File: src/rtl/seg7_pkg.sv
// rtl/seg7_pkg.sv - shared constants and state encoding for the display arbiter
package seg7_pkg;

  localparam int DW_DEF    = 32;
  localparam int MAX_N_REQ = 8;
  localparam int OWNER_W   = 3;

  typedef enum logic {
    IDLE = 1'b0,
    OWN  = 1'b1
  } state_t;

endpackage

File: src/rtl/seg7_disp_arbiter_rr_pick.sv
// rtl/seg7_disp_arbiter_rr_pick.sv - combinational round-robin picker
module rr_pick
  import seg7_pkg::*;
#(
  parameter int N_REQ = 4
) (
  input  logic [N_REQ-1:0]   req,
  input  logic [OWNER_W-1:0] last,
  output logic [OWNER_W-1:0] winner,
  output logic               any_req
);

  // Scan from last+1 upward with wrap; the last owner itself is checked last.
  always_comb begin
    int  idx;
    logic found;
    winner  = last;
    any_req = |req;
    found   = 1'b0;
    for (int k = 1; k <= N_REQ; k++) begin
      idx = int'(last) + k;
      if (idx >= N_REQ) idx = idx - N_REQ;
      if (!found && req[idx]) begin
        found  = 1'b1;
        winner = OWNER_W'(idx);
      end
    end
  end

endmodule

File: src/rtl/seg7_disp_arbiter.sv
// rtl/seg7_disp_arbiter.sv - round-robin owner of the seven-segment display with minimum dwell
module seg7_disp_arbiter
  import seg7_pkg::*;
#(
  parameter int N_REQ = 4,
  parameter int DWELL = 50_000_000,
  parameter int DW    = DW_DEF
) (
  input  logic                clkin,
  input  logic                reset,
  input  logic [N_REQ-1:0]    req,
  input  logic [N_REQ*DW-1:0] req_data,
  output logic [N_REQ-1:0]    gnt,
  output logic [OWNER_W-1:0]  owner,
  output logic                disp_valid,
  output logic [DW-1:0]       disp_data
);

  localparam int CW = $clog2(DWELL);
  localparam logic [CW-1:0] CNT_MAX = CW'(DWELL - 1);

  state_t               state, next_state;
  logic [CW-1:0]        dwell_cnt, next_cnt;
  logic [N_REQ-1:0]     next_gnt;
  logic [OWNER_W-1:0]   next_owner;
  logic [DW-1:0]        next_data;
  logic [OWNER_W-1:0]   winner;
  logic                 any_req;

  rr_pick #(.N_REQ(N_REQ)) u_pick (
    .req     (req),
    .last    (owner),
    .winner  (winner),
    .any_req (any_req)
  );

  // Valid exactly while in OWN, which is exactly when one gnt bit is set.
  assign disp_valid = (state == OWN);

  // Next-state logic: arbitration from IDLE, drop/handover/dwell counting in OWN.
  always_comb begin
    int oi;
    next_state = state;
    next_gnt   = gnt;
    next_owner = owner;
    next_cnt   = dwell_cnt;
    next_data  = disp_data;
    oi         = int'(owner);
    case (state)
      IDLE: begin
        if (any_req) begin
          next_state = OWN;
          next_gnt   = N_REQ'(1) << winner;
          next_owner = winner;
          next_cnt   = '0;
        end
      end
      OWN: begin
        next_data = req_data[oi*DW +: DW];
        if (!req[oi]) begin
          // A dropped request beats dwell expiry.
          next_state = IDLE;
          next_gnt   = '0;
          next_cnt   = '0;
        end else if (dwell_cnt == CNT_MAX) begin
          // Owner's own bit is searched last, so winner != owner means another requester.
          if (winner != owner) begin
            next_gnt   = N_REQ'(1) << winner;
            next_owner = winner;
            next_cnt   = '0;
          end
        end else begin
          next_cnt = dwell_cnt + 1'b1;
        end
      end
      default: begin
        next_state = IDLE;
        next_gnt   = '0;
      end
    endcase
  end

  // Register bank; reset leaves owner at the top index so requester 0 wins first.
  always_ff @(posedge clkin or negedge reset) begin
    if (!reset) begin
      state     <= IDLE;
      gnt       <= '0;
      owner     <= OWNER_W'(N_REQ - 1);
      dwell_cnt <= '0;
      disp_data <= '0;
    end else begin
      state     <= next_state;
      gnt       <= next_gnt;
      owner     <= next_owner;
      dwell_cnt <= next_cnt;
      disp_data <= next_data;
    end
  end

endmodule
File: config.mk
export PLATFORM = sky130hd
export DESIGN_NAME = seg7_disp_arbiter
export DESIGN_NICKNAME = d
export VERILOG_FILES = /design/src/rtl/seg7_pkg.sv /design/src/rtl/seg7_disp_arbiter_rr_pick.sv /design/src/rtl/seg7_disp_arbiter.sv
export SDC_FILE = /design/constraint.sdc
export NUM_CORES = 1
export LEC_CHECK = 0
export ABC_CLOCK_PERIOD_IN_PS = 3000
export CORE_UTILIZATION = 30
export DETAILED_ROUTE_END_ITERATION = 12
export PLACE_DENSITY_LB_ADDON = 0.25
export SYNTH_ARGS = -nofsm -noshare
export SYNTH_HDL_FRONTEND = slang
export SYNTH_SLANG_ARGS = --single-unit
File: constraint.sdc
create_clock -name clkin -period 3 [get_ports clkin]
set_input_delay 0.9 -clock clkin [delete_from_list [all_inputs] [get_ports clkin]]
set_output_delay 0.9 -clock clkin [all_outputs]
set_load 0.03 [all_outputs]
==> results.md <==
- Number of port buffers: 173
- Worst Tran Pin Value: 0.5407 ns
- Largest net degree at the start of global routing: 67
- Place WS: -0.3650 ns
- Filler instances: between 1k and 1.5k
- Number of synthesized flops with an enable pin: 0
- Htree depth: 3
- Post-CTS Setup Bufs: 0
- Final WL: 12320 µm
- Count of cell types in the netlist: 58
- Post-synth top area share: 36.61%
- Layout area overhead: 57.24%
- Post-synthesis mux area share: 19.05%
- Fin cells: just over 800
- Fraction of layout cells with a size suffix above 1: 16.22%
- Cell taking the most area after synthesis: dfrtp_1
- Worst skew pair latency: 0.33 ns
- DR vias/cell: 4.995
- Worst R2R Start: owner[1]$_DFFE_PN1P_
- Post-synthesis simple-gate area fraction: between 10% and 20%
- GRT Resource Usage Total: 17.06%
- Chip Width: 122.8 µm
- Final setup vio count: 0
- Worst EP arrival: ~3.1 ns
- Synth Area in Adders: 2.002%
- # DRC: 0
- WHS: 0.5072 ns
- Overflow after GRT: 0
- Synth top area cells: dfrtp_1 37%, mux4_2 16%, inv_1 6.4%
- Reg-to-reg endpoint: owner[2]$_DFFE_PN0P_
- Fin Setup TNS: 0 ns
- Required @ worst endpoint: 3.22 ns
- CTS Buf Count: 9
- Top post-synthesis cells by count: 74 x inv_1, 64 x dfrtp_1, 33 x o22ai_1, 32 x mux4_2, 30 x nor2_1
- Initial drt markers: between 150 and 200
- RePlAce Congestion: between 0.8 and 0.9
- Startpoint class of the critical path: primary input
- Number of global-route vias before repair: 4173
- Post-detailed-route count of antenna-violating nets: 0
- Main combinational cell family by area after synthesis: multiplexers
- Worst reg-to-reg setup slack: about 0.24 ns
- Initial core utilization: 31.15%
- Post-Place Cells: 805
- Mapped cell area: between 4000 and 5000 µm²
- FFs w/ async S/R, synth: 100.0%
- I/O pin count: between 150 and 200
- Hold Path Origin: dwell_cnt[14]$_DFFE_PN0P_
- Leak: 2.856 nW
- Total power: about 0.0058 W
- Synth Net Count: 586
- CTS max path bufs: 2
- Final Skew: 0.005854 ns
- # clock sinks: 66
- DR WL/cell: approximately 15 µm
- Post-Synthesis Cells: about 450
- Status: finished clean
- Post-synthesis sequential area ratio: between 30% and 40%
- RSZ-0062 raised after global routing: false
- Compound-Gate Fraction of Synth Area: between 10% and 20%
- XOR/XNOR share of the synthesized area: 3.204%
- Hold path endpoint: dwell_cnt[14]$_DFFE_PN0P_
- Ys Warns: 0
- Die area: 15070 µm²
- Crit path max fanout: 8
- Seq cells post-synth: 66
- Drt pass-1 iters: 5
- Final hold vios: 0
- Pwr Density: 840.4 nW/µm²
- Setup crit end kind: flop
- Syn Area/Cell: 9.830 µm²
- CORE AREA: 14040 µm²
- Worst hold path type: reg -> reg
- Max Cap Viol: 0
- VDD IR-drop max: 0.3433 mV
- Final period utilization: between 90% and 100%
- Final net count: around 780
- Max-slew violation count: 0
- Post-DP HPWL: 9591 µm
- CTS tree: done
- Global-route wire length before repair: about 20000 µm
- Final worst path period need: 2.906 ns
- R2R depth: 8
- Fmax: 0.3441 GHz
- Hold path depth: 1
- Die span in y: between 100 and 150 µm
- Count leader, synth: inv_1
- Root buf cell: clkbuf_16
- CTS clock-pin slew for the worst setup and hold paths: about 0.050 ns
- Final setup margin: 0.09405 ns
- Site Rows: 43
- Main flop type after synthesis: dfrtp_1
- Critical path class: in -> reg
- Initial antenna violation count: 1
- Routed vias: 4106
- Rel. slew slack: a little under two thirds
## registers in the layout, summed over array words and instances (netlist names)
name / cells
owner: 3
dwell_cnt: 26
gnt: 4
disp_valid: 1
disp_data: 32
## kinds of logic (layout without fill, tap and decap cells)
group,count (synthesis),count (layout)
AND/OR/NAND/NOR,113,113
buffers and inverters,104,300
AO/OA/AOI/OAI,96,96
flip-flops,66,66
multiplexers,43,43
XOR/XNOR,16,16
adder cells (fa/ha/maj),7,7
other,0,1
## worst max-delay path by stage
stage,end,start,slack (ns)
finish,owner[2]$_DFFE_PN0P_,req[2],0.09
global route,owner[2]$_DFFE_PN0P_,req[2],0.02
CTS,owner[1],owner[1]$_DFFE_PN1P_,0.004
detailed placement,owner[2]$_DFFE_PN0P_,req[1],-0.37
global placement,owner[2]$_DFFE_PN0P_,req[1],-0.31
floorplan,owner[2]$_DFFE_PN0P_,owner[1]$_DFFE_PN1P_,0.01
## layer usage
metal  GRT usage, %  vias up  share of wire (%)
met5              0        -                  0
met1          19.11     1941                 40
met2          29.74      168                 49
li1               -     1982                  -
met3          5.716       15                9.7
met4          6.555        0                1.6
## cell usage in the layout (no fill, tap or decap), drive strengths merged, types with 4 or more instances in the layout
| cell type | instances |
|---|---|
| nand2b | 6 |
| o22ai | 34 |
| a31oi | 14 |
| nand4 | 6 |
| ha | 7 |
| and3 | 5 |
| buf | 38 |
| nor2 | 30 |
| a21oi | 10 |
| clkdlybuf4s50 | 169 |
| xor2 | 6 |
| nor2b | 4 |
| o21ai | 18 |
| nor4 | 5 |
| nor3 | 8 |
| xnor2 | 10 |
| inv | 75 |
| mux2i | 9 |
| mux4 | 32 |
| a32o | 4 |
| clkbuf | 15 |
| nand3 | 17 |
| dfrtp | 64 |
| nand2 | 18 |
## power by group
part           switching [W]  internal (W)  total, W  leakage [nW]
clock               0.000380      0.000671   0.00105         0.152
sequential          0.000182       0.00112   0.00130         0.878
combinational        0.00175       0.00168   0.00343          1.83
total                0.00231       0.00347   0.00578          2.86
## stage by stage
step	instance area (µm²)	util, %
final	6878	48.98
after global routing	6878	48.98
after CTS	6843	48.73
after detailed placement	6540	46.57
after global placement	6540	46.57
after floorplan	4439	-
## critical path, cell delays in order
cell and delay [ns]:
clkdlybuf4s50_1 0.44, buf_6 0.15, a22o_1 0.18, a221o_1 0.37
or3_4 0.41, o311a_4 0.17, a211oi_4 0.32, o21ba_1 0.19
## cell type report
cell class | count | area [µm²] | area share, %
inverters | 75 | 284.0 | 4.130
repair buffers | 209 | 2048 | 29.78
well taps | 180 | 225.2 | 3.275
clock buffers | 15 | 297.8 | 4.330
flip-flops and latches | 66 | 1654 | 24.05
diodes | 1 | 2.502 | 0.03638
clock inverters | 1 | 5.005 | 0.07277
multi-input cells | 275 | 2361 | 34.33
## what timing repair did
item,in CTS,in global routing
endpoints found under the setup margin,1,30
pin swaps,1,4
hold buffers,0,0
gates resized for setup,0,9
Note: power is estimated with default switching activity, not from simulation.
